**src/rtl/trace_capture.sv**
```systemverilog
// trace_capture: first-word-fall-through FIFO of retired-instruction trace records with retire/drop counters
module trace_capture #(
  parameter int DEPTH = 8,
  parameter int CNT_W = 16
) (
  input  logic                       clk,
  input  logic                       rst_n,
  input  logic                       trace_en,
  input  logic                       wb_valid,
  input  logic [31:0]                wb_instr,
  input  logic [4:0]                 wb_rd,
  input  logic [4:0]                 wb_rs1,
  input  logic [4:0]                 wb_rs2,
  input  logic [11:0]                wb_imm,
  input  logic                       wb_reg_write,
  input  logic [31:0]                wb_rd_value,
  input  logic                       trace_ready,
  output logic                       trace_valid,
  output logic [31:0]                trace_instruction,
  output logic [4:0]                 trace_rd,
  output logic [4:0]                 trace_rs1,
  output logic [4:0]                 trace_rs2,
  output logic [11:0]                trace_imm,
  output logic [31:0]                trace_rd_value,
  output logic [$clog2(DEPTH):0]     fifo_level,
  output logic [31:0]                retire_count,
  output logic [CNT_W-1:0]           drop_count
);
  localparam int AW = $clog2(DEPTH);
  localparam logic [AW:0] FULL = (AW+1)'(DEPTH);
  logic [90:0]   mem [DEPTH];
  logic [90:0]   entry, head;
  logic [AW-1:0] rd_ptr, wr_ptr;
  logic          push_req, push, pop, keep;
  assign push_req = trace_en & wb_valid;
  assign pop      = trace_valid & trace_ready;
  assign push     = push_req & ((fifo_level < FULL) | pop);
  assign keep     = wb_reg_write & (wb_rd != 5'd0);
  assign entry    = {wb_instr, keep ? wb_rd : 5'd0, wb_rs1, wb_rs2, wb_imm, keep ? wb_rd_value : 32'd0};
  assign head     = mem[rd_ptr];
  // head record drives the outputs directly, forced to zero when the FIFO is empty
  always_comb begin
    trace_valid       = fifo_level != '0;
    trace_instruction = trace_valid ? head[90:59] : '0;
    trace_rd          = trace_valid ? head[58:54] : '0;
    trace_rs1         = trace_valid ? head[53:49] : '0;
    trace_rs2         = trace_valid ? head[48:44] : '0;
    trace_imm         = trace_valid ? head[43:32] : '0;
    trace_rd_value    = trace_valid ? head[31:0]  : '0;
  end
  // storage array needs no reset since outputs are gated by trace_valid
  always_ff @(posedge clk)
    if (rst_n && push) mem[wr_ptr] <= entry;
  // pointers, occupancy and counters; pointers wrap naturally at power-of-two depth
  always_ff @(posedge clk) begin
    if (!rst_n) begin
      rd_ptr       <= '0;
      wr_ptr       <= '0;
      fifo_level   <= '0;
      retire_count <= '0;
      drop_count   <= '0;
    end else begin
      if (push) wr_ptr <= wr_ptr + 1'b1;
      if (pop) rd_ptr <= rd_ptr + 1'b1;
      fifo_level   <= fifo_level + (AW+1)'(push) - (AW+1)'(pop);
      retire_count <= retire_count + 32'(push);
      if (push_req && !push && !(&drop_count)) drop_count <= drop_count + 1'b1;
    end
  end
endmodule
```
**config.mk**
```make
export PLATFORM = sky130hd
export DESIGN_NAME = trace_capture
export DESIGN_NICKNAME = d
export VERILOG_FILES = /design/src/rtl/trace_capture.sv
export SDC_FILE = /design/constraint.sdc
export NUM_CORES = 1
export LEC_CHECK = 0
export ABC_AREA = 1
export ABC_CLOCK_PERIOD_IN_PS = 9410
export BUFFER_PORTS_ARGS = -buffer_cell sky130_fd_sc_hd__buf_2
export CAP_MARGIN = 15
export CORE_AREA = 2 2 234 282
export DETAILED_ROUTE_END_ITERATION = 10
export DIE_AREA = 0 0 236 284
export PLACE_DENSITY = 0.75
export SYNTH_ARGS = -nofsm -noshare
export SYNTH_HDL_FRONTEND = slang
export SYNTH_SLANG_ARGS = --single-unit
```
**constraint.sdc**
```tcl
create_clock -name clk -period 9.41 [get_ports clk]
set_clock_uncertainty 0.2 [all_clocks]
set_input_delay 0.4705 -clock clk [delete_from_list [all_inputs] [get_ports clk]]
set_output_delay 0.4705 -clock clk [all_outputs]
set_load 0.005 [all_outputs]
```
# Word-level counts from Yosys, hierarchy flattened
# Memory sizes are Yosys's and may differ from the RTL's. A register that Yosys moved wholly into a read port is not among the register bits.
# Index checks and enable logic that the tools add are counted.
# totals
ff_bits	58
mem_bits_rw	728
inputBits	97
word_cells	38
n_memories	1
# op_classes
addsub	6
magnitude_cmp	1
muxes	12
bitwise_logic	5
n_reduce_logical	8
# mem_list
memory	depth	word_bits	read_ports	rd_clocked_by_memory_dff	wr	line	source
mem	8	91	1	1	1	31	logic [90:0] mem [DEPTH];
# op_table
op	n
$mux W32	3
$add A32 B1 Y32	1
$mux W5	4
$add A16 B1 Y16 const B	1
$reduce_and A16 Y1	1
$mux W12	1
$add A3 B1 Y3 const B	2
$mux W3	2
$reduce_bool A5 Y1	1
$add A4 B1 Y4	1
$and A1 B1 Y1	4
$lt A4 B4 Y1 const B	1
$reduce_bool A4 Y1	1
$sub A4 B1 Y4	1
$logic_and A1 B1 Y1	3
$logic_not A1 Y1	2
$mux W1	2
$or A1 B1 Y1	1

# Longest topological paths before layout
# depth
ltp_word	7
depth_mapped	17

# Least setup slack after synthesis
# No wires, ideal clock.
# synth_path
path_type	reg-to-reg
start	register fifo_level[3]
end	memory mem[6][0] (enable)
t_arrival_ns	7.373
path_slack_ns	1.184
path_stages_with_launch	8
synth_period_minus_slack_ns	8.226
cell_sequence	dfxtp_1 > inv_1 > ha_1 > nand2_1 > nand2_2 > a21oi_1 > nand2_1 > nor3_1
# synth_via
elab_chain_cells	7
word_cells_on_any_way	8
cone_classes	order compare: 1; mux: 2; bitwise: 3; reduce/logical: 2
# synth_lines
element	line	source
start: declaration	25	output logic [$clog2(DEPTH):0] fifo_level,
start signal: assignment	65	fifo_level <= fifo_level + (AW+1)'(push) - (AW+1)'(pop);
branches (longest 2 deep; another with $lt A4 B4 Y1)	-	
$or A1 B1 Y1 (*)	37	assign push = push_req & ((fifo_level < FULL) | pop);
$and A1 B1 Y1 (*)	37	
via push	34	logic push_req, push, pop, keep;
$logic_and A1 B1 Y1 (*)	53	if (rst_n && push) mem[wr_ptr] <= entry;
$mux W1 (*)	53	
$mux W1 (not written as such) (*)	53	
end: declaration	31	
# Mark *: on every way through the listed nets, which the timed path passes.

==> parameters.txt <==
Parameter                              Value

Die
  Std-Cell Rows ... 102
  Die height ... 284 µm
  Die area ... 0.0670 mm²
  Overall die width ... 236 µm
  Number of ports placed on the die boundary ... 241
  Core Region ... 0.0642 mm²
  Starting utilization of the core area ... 0.497

Global routing
  GRT met1 Usage ... 0.289
  All-layer global routing usage ... 0.226
  Busiest layer in global routing ... met2
  Global routing usage on met2 ... 0.391
  Global-route met3 utilization ... 0.0336
  Overall overflow remaining after global route ... 0
  Antenna violations before repair ... 4
  Pin count of the biggest net entering global routing ... 169
  First-pass GRT wire length ... 119,000 µm
  Number of global-route vias before repair ... 21,620

Critical path
  Data arrival time of the critical path ... 3980 ps
  Setup CP Type ... flop to primary output
  Setup slack on the worst flop-to-flop path ... 4830 ps
  Cell type group with the largest total delay on the critical path ... buffers and inverters
  Launch instance of the worst register-to-register path ... fifo_level[3]
  Startpoint type of the worst setup path ... flop
  Crit path buffers/inverters ... 4
  Worst Path Max Fanout ... 104
  Most frequent CP cell ... nor2_1
  Type of destination of the critical path ... primary output
  Slowest library cell on the worst path ... dfxtp_4
  CP cell instances ... buf_4, buf_4, buf_16, nor2_1, nor2_1, o21ai_1, o211ai_1, nand2_1, nor2_1, buf_2
  Delay contributed by the slowest stage of the critical path ... 840 ps
  R2R Path End ... mem[3][39]
  Length in cells of the worst reg-to-reg path ... 8
  Worst EP required ... 8740 ps

Timing
  Number of max-slew violations in the final report ... 0
  Transition at the pin with the smallest max-transition slack ... 1190 ps
  Part of the cycle the worst path needs ... 0.495
  Setup repair after global routing missed its margin ... false
  Minimum clock period after layout ... 4650 ps
  Fmax achieved ... 215 MHz
  Number of endpoints with negative hold slack in the final report ... 0
  Worst-case headroom to the max-slew limit ... 0.209
  Worst-case setup margin in the final layout ... 4760 ps
  Final setup TNS ... 0 ps
  Final setup viols ... 0

Clock network
  Count of hold-fix buffers inserted at cts ... 54
  Number of clock sinks ... 789
  Maximum level of the CTS H-tree ... 3
  TritonCTS clock tree ... yes
  Clock insertion delay at the later pin of the skew report ... 630 ps
  Clk buf depth ... 3
  Postcts setup bufs ... 0
  CTS buffer count ... 77
  Reg clk slew, reported paths ... 60 ps
  Quantity of gates resized following cts ... 0
  Clock root buffer master ... clkbuf_16

Synthesis
  Post-synthesis share of cell area spent on xor and xnor gates ... 0.00329
  Number of distinct standard cells referenced by the synthesized netlist ... 30
  Combinational family with the most area after synthesis ... simple AND/OR/NAND/NOR gates
  Adder-cell area share of the yosys netlist ... 0.00416
  Proportion of synthesized chip area in sequential cells ... 0.723
  Average instance area after synthesis ... 11.6 µm²
  Main flop type after synthesis ... edfxtp_1
  Number of flip-flops and latches in the synthesized netlist ... 789
  Share of flip-flops with an asynchronous set or reset after synthesis ... 0
  Synthesized netlist net count ... 2,856
  Number of synthesized flops with an enable pin ... 728
  Proportion of synthesized area in mux cells ... 0
  Simple-Gate Fraction of Synth Area ... 0.131
  YS warnings ... 0
  Complex-gate fraction of the synthesized area ... 0.103
  Cell area after synthesis ... 0.0319 mm²
  Cells after Synth ... 2,749

Detailed routing
  Post-route antenna net violation count ... 0
  Total via count after detailed routing ... 21,829
  Wire length per cell ... 19.7 µm
  DRC marker count from the first detailed-route iteration ... 1,948
  Final routed wirelength across all metal layers ... 76,500 µm
  Number of detailed-route iterations in the first pass ... 6
  # DRC ... 0
  DR vias/cell ... 5.63

Power
  Leakage power summed over all cells ... 13.2 nW
  Power per cell area ... 251 mW/mm²
  Total chip power ... 0.00919 W
  Max VDD drop ... 0.133 mV

Placed design
  Number of input and output port buffers inserted ... 240
  Estimated wirelength of the detail-placed design ... 42,400 µm
  Placer congestion estimate ... 0.897
  Worst setup timing slack at the placement stage ... 4830 ps

Finish
  Commonest non-fill, non-tap cells in the layout ... nor2_1, edfxtp_1, o21ai_0
  Layout cell share with drive strength beyond 1 ... 0.127
  Final-stage net count ... 3,096
  Util after Layout ... 0.571
  Relative area change from synthesis to final layout ... 14.8%
  Most common library cell in the layout ignoring fill and taps ... nor2_1

Min path
  Hold_sp ... wb_rd_value[27]
  Worst Hold Path Cells ... 3
  Worst Hold Class ... input port to flop
  End point of the worst hold path ... mem[7][27]

Job
  Max-cap check violation count ... 0

Run status
  Result of the run ... finished clean
## kinds of logic after synthesis
family                     count (synthesis)
buffers and inverters                    256
DFF                                      789
and+or+nand+nor                         1093
adders and majority gates                 10
AOI/OAI and AO/OA                        589
xor gates and xnor gates                  12
## synthesized netlist by cell type, types with 2 or more instances
cell type    n  area [µm²]
buf_4       12        90.1
inv_1       94         353
buf_2       40         200
clkbuf_2     3        15.0
nor3_1       6        30.0
a21oi_1     25         125
nor2_1     796        2990
xor2_1      12         105
o211ai_1    91         683
nand3_1     25         125
buf_6        9         101
dfxtp_1     61        1220
o21a_1       2        15.0
clkbuf_1    92         345
o21ai_1     97         485
edfxtp_1   728       21900
o21ai_0    282        1410
nand2_1    256         961
nand4_1      4        25.0
ha_1         9         113
buf_1        4        15.0
o22ai_1     91         569
nand3b_1     3        22.5
## worst register-to-register path: cells and delay by family, from the launching register on
family | cells | cell delay [ps]
flip-flops | 1 | 380
adder cells (fa/ha/maj) | 1 | 210
AND/OR/NAND/NOR | 4 | 1830
buffers and inverters | 2 | 990
AO/OA/AOI/OAI | 1 | 500
## power breakdown
group / switching, W / internal (W) / leakage [nW] / total, W
logic: 0.00153 / 0.000749 / 4.93 / 0.00228
clock network: 0.00126 / 0.00166 / 1.15 / 0.00291
registers: 0.000107 / 0.00389 / 7.10 / 0.00400
## metrics by stage
step / std cells / hold WS (ps) / instance area (µm²)
after global placement: 3686 / 254 / 33700
after detailed placement: 3686 / 259 / 33700
after floorplan: 2749 / 233 / 31900
after global routing: 3877 / 83.0 / 36600
after CTS: 3875 / 37.8 / 36600
final: 3879 / 66.8 / 36600
## area by class of cell
class                   instances  area [µm²]
fillers                      5106       27600
flip-flops and latches        789       23100
multi-input cells            1704        7780
clock buffers                 104        2110
repair buffers                321        1980
well taps                     832        1040
inverters                      96         368
clock inverters                31         258
diodes                          2        5.00
## flip-flops by register name, summed over array words and instances (netlist names), named ones only
name / flops
drop_count: 16
fifo_level: 4
mem: 728
rd_ptr: 3
retire_count: 32
wr_ptr: 3
## worst max-delay path by stage
| stage | startpoint | endpoint | slack [ps] | cells past startpoint |
|---|---|---|---|---|
| 4_1_cts | flop | trace_rd_value[26] | 4340 | 7 |
| 6_report | flop | trace_rd_value[0] | 4760 | 10 |
| 2_1_floorplan | fifo_level[3] | mem[6][0] | 1180 | 7 |
| 5_1_grt | flop | trace_rd_value[0] | 4410 | 10 |
| 3_5_place_dp | fifo_level[3] | mem[3][77] | 4830 | 8 |
| 3_3_place_gp | fifo_level[3] | mem[3][83] | 4940 | 8 |
## routing by layer
layer	wire length (µm)	part of all wire	up-vias
met2	38800	0.51	819
met4	2080	0.027	8
met3	4840	0.063	163
met1	30800	0.40	10705
li1	-	-	10134
met5	48	0.00063	-
(Power assumes the default switching activity.)
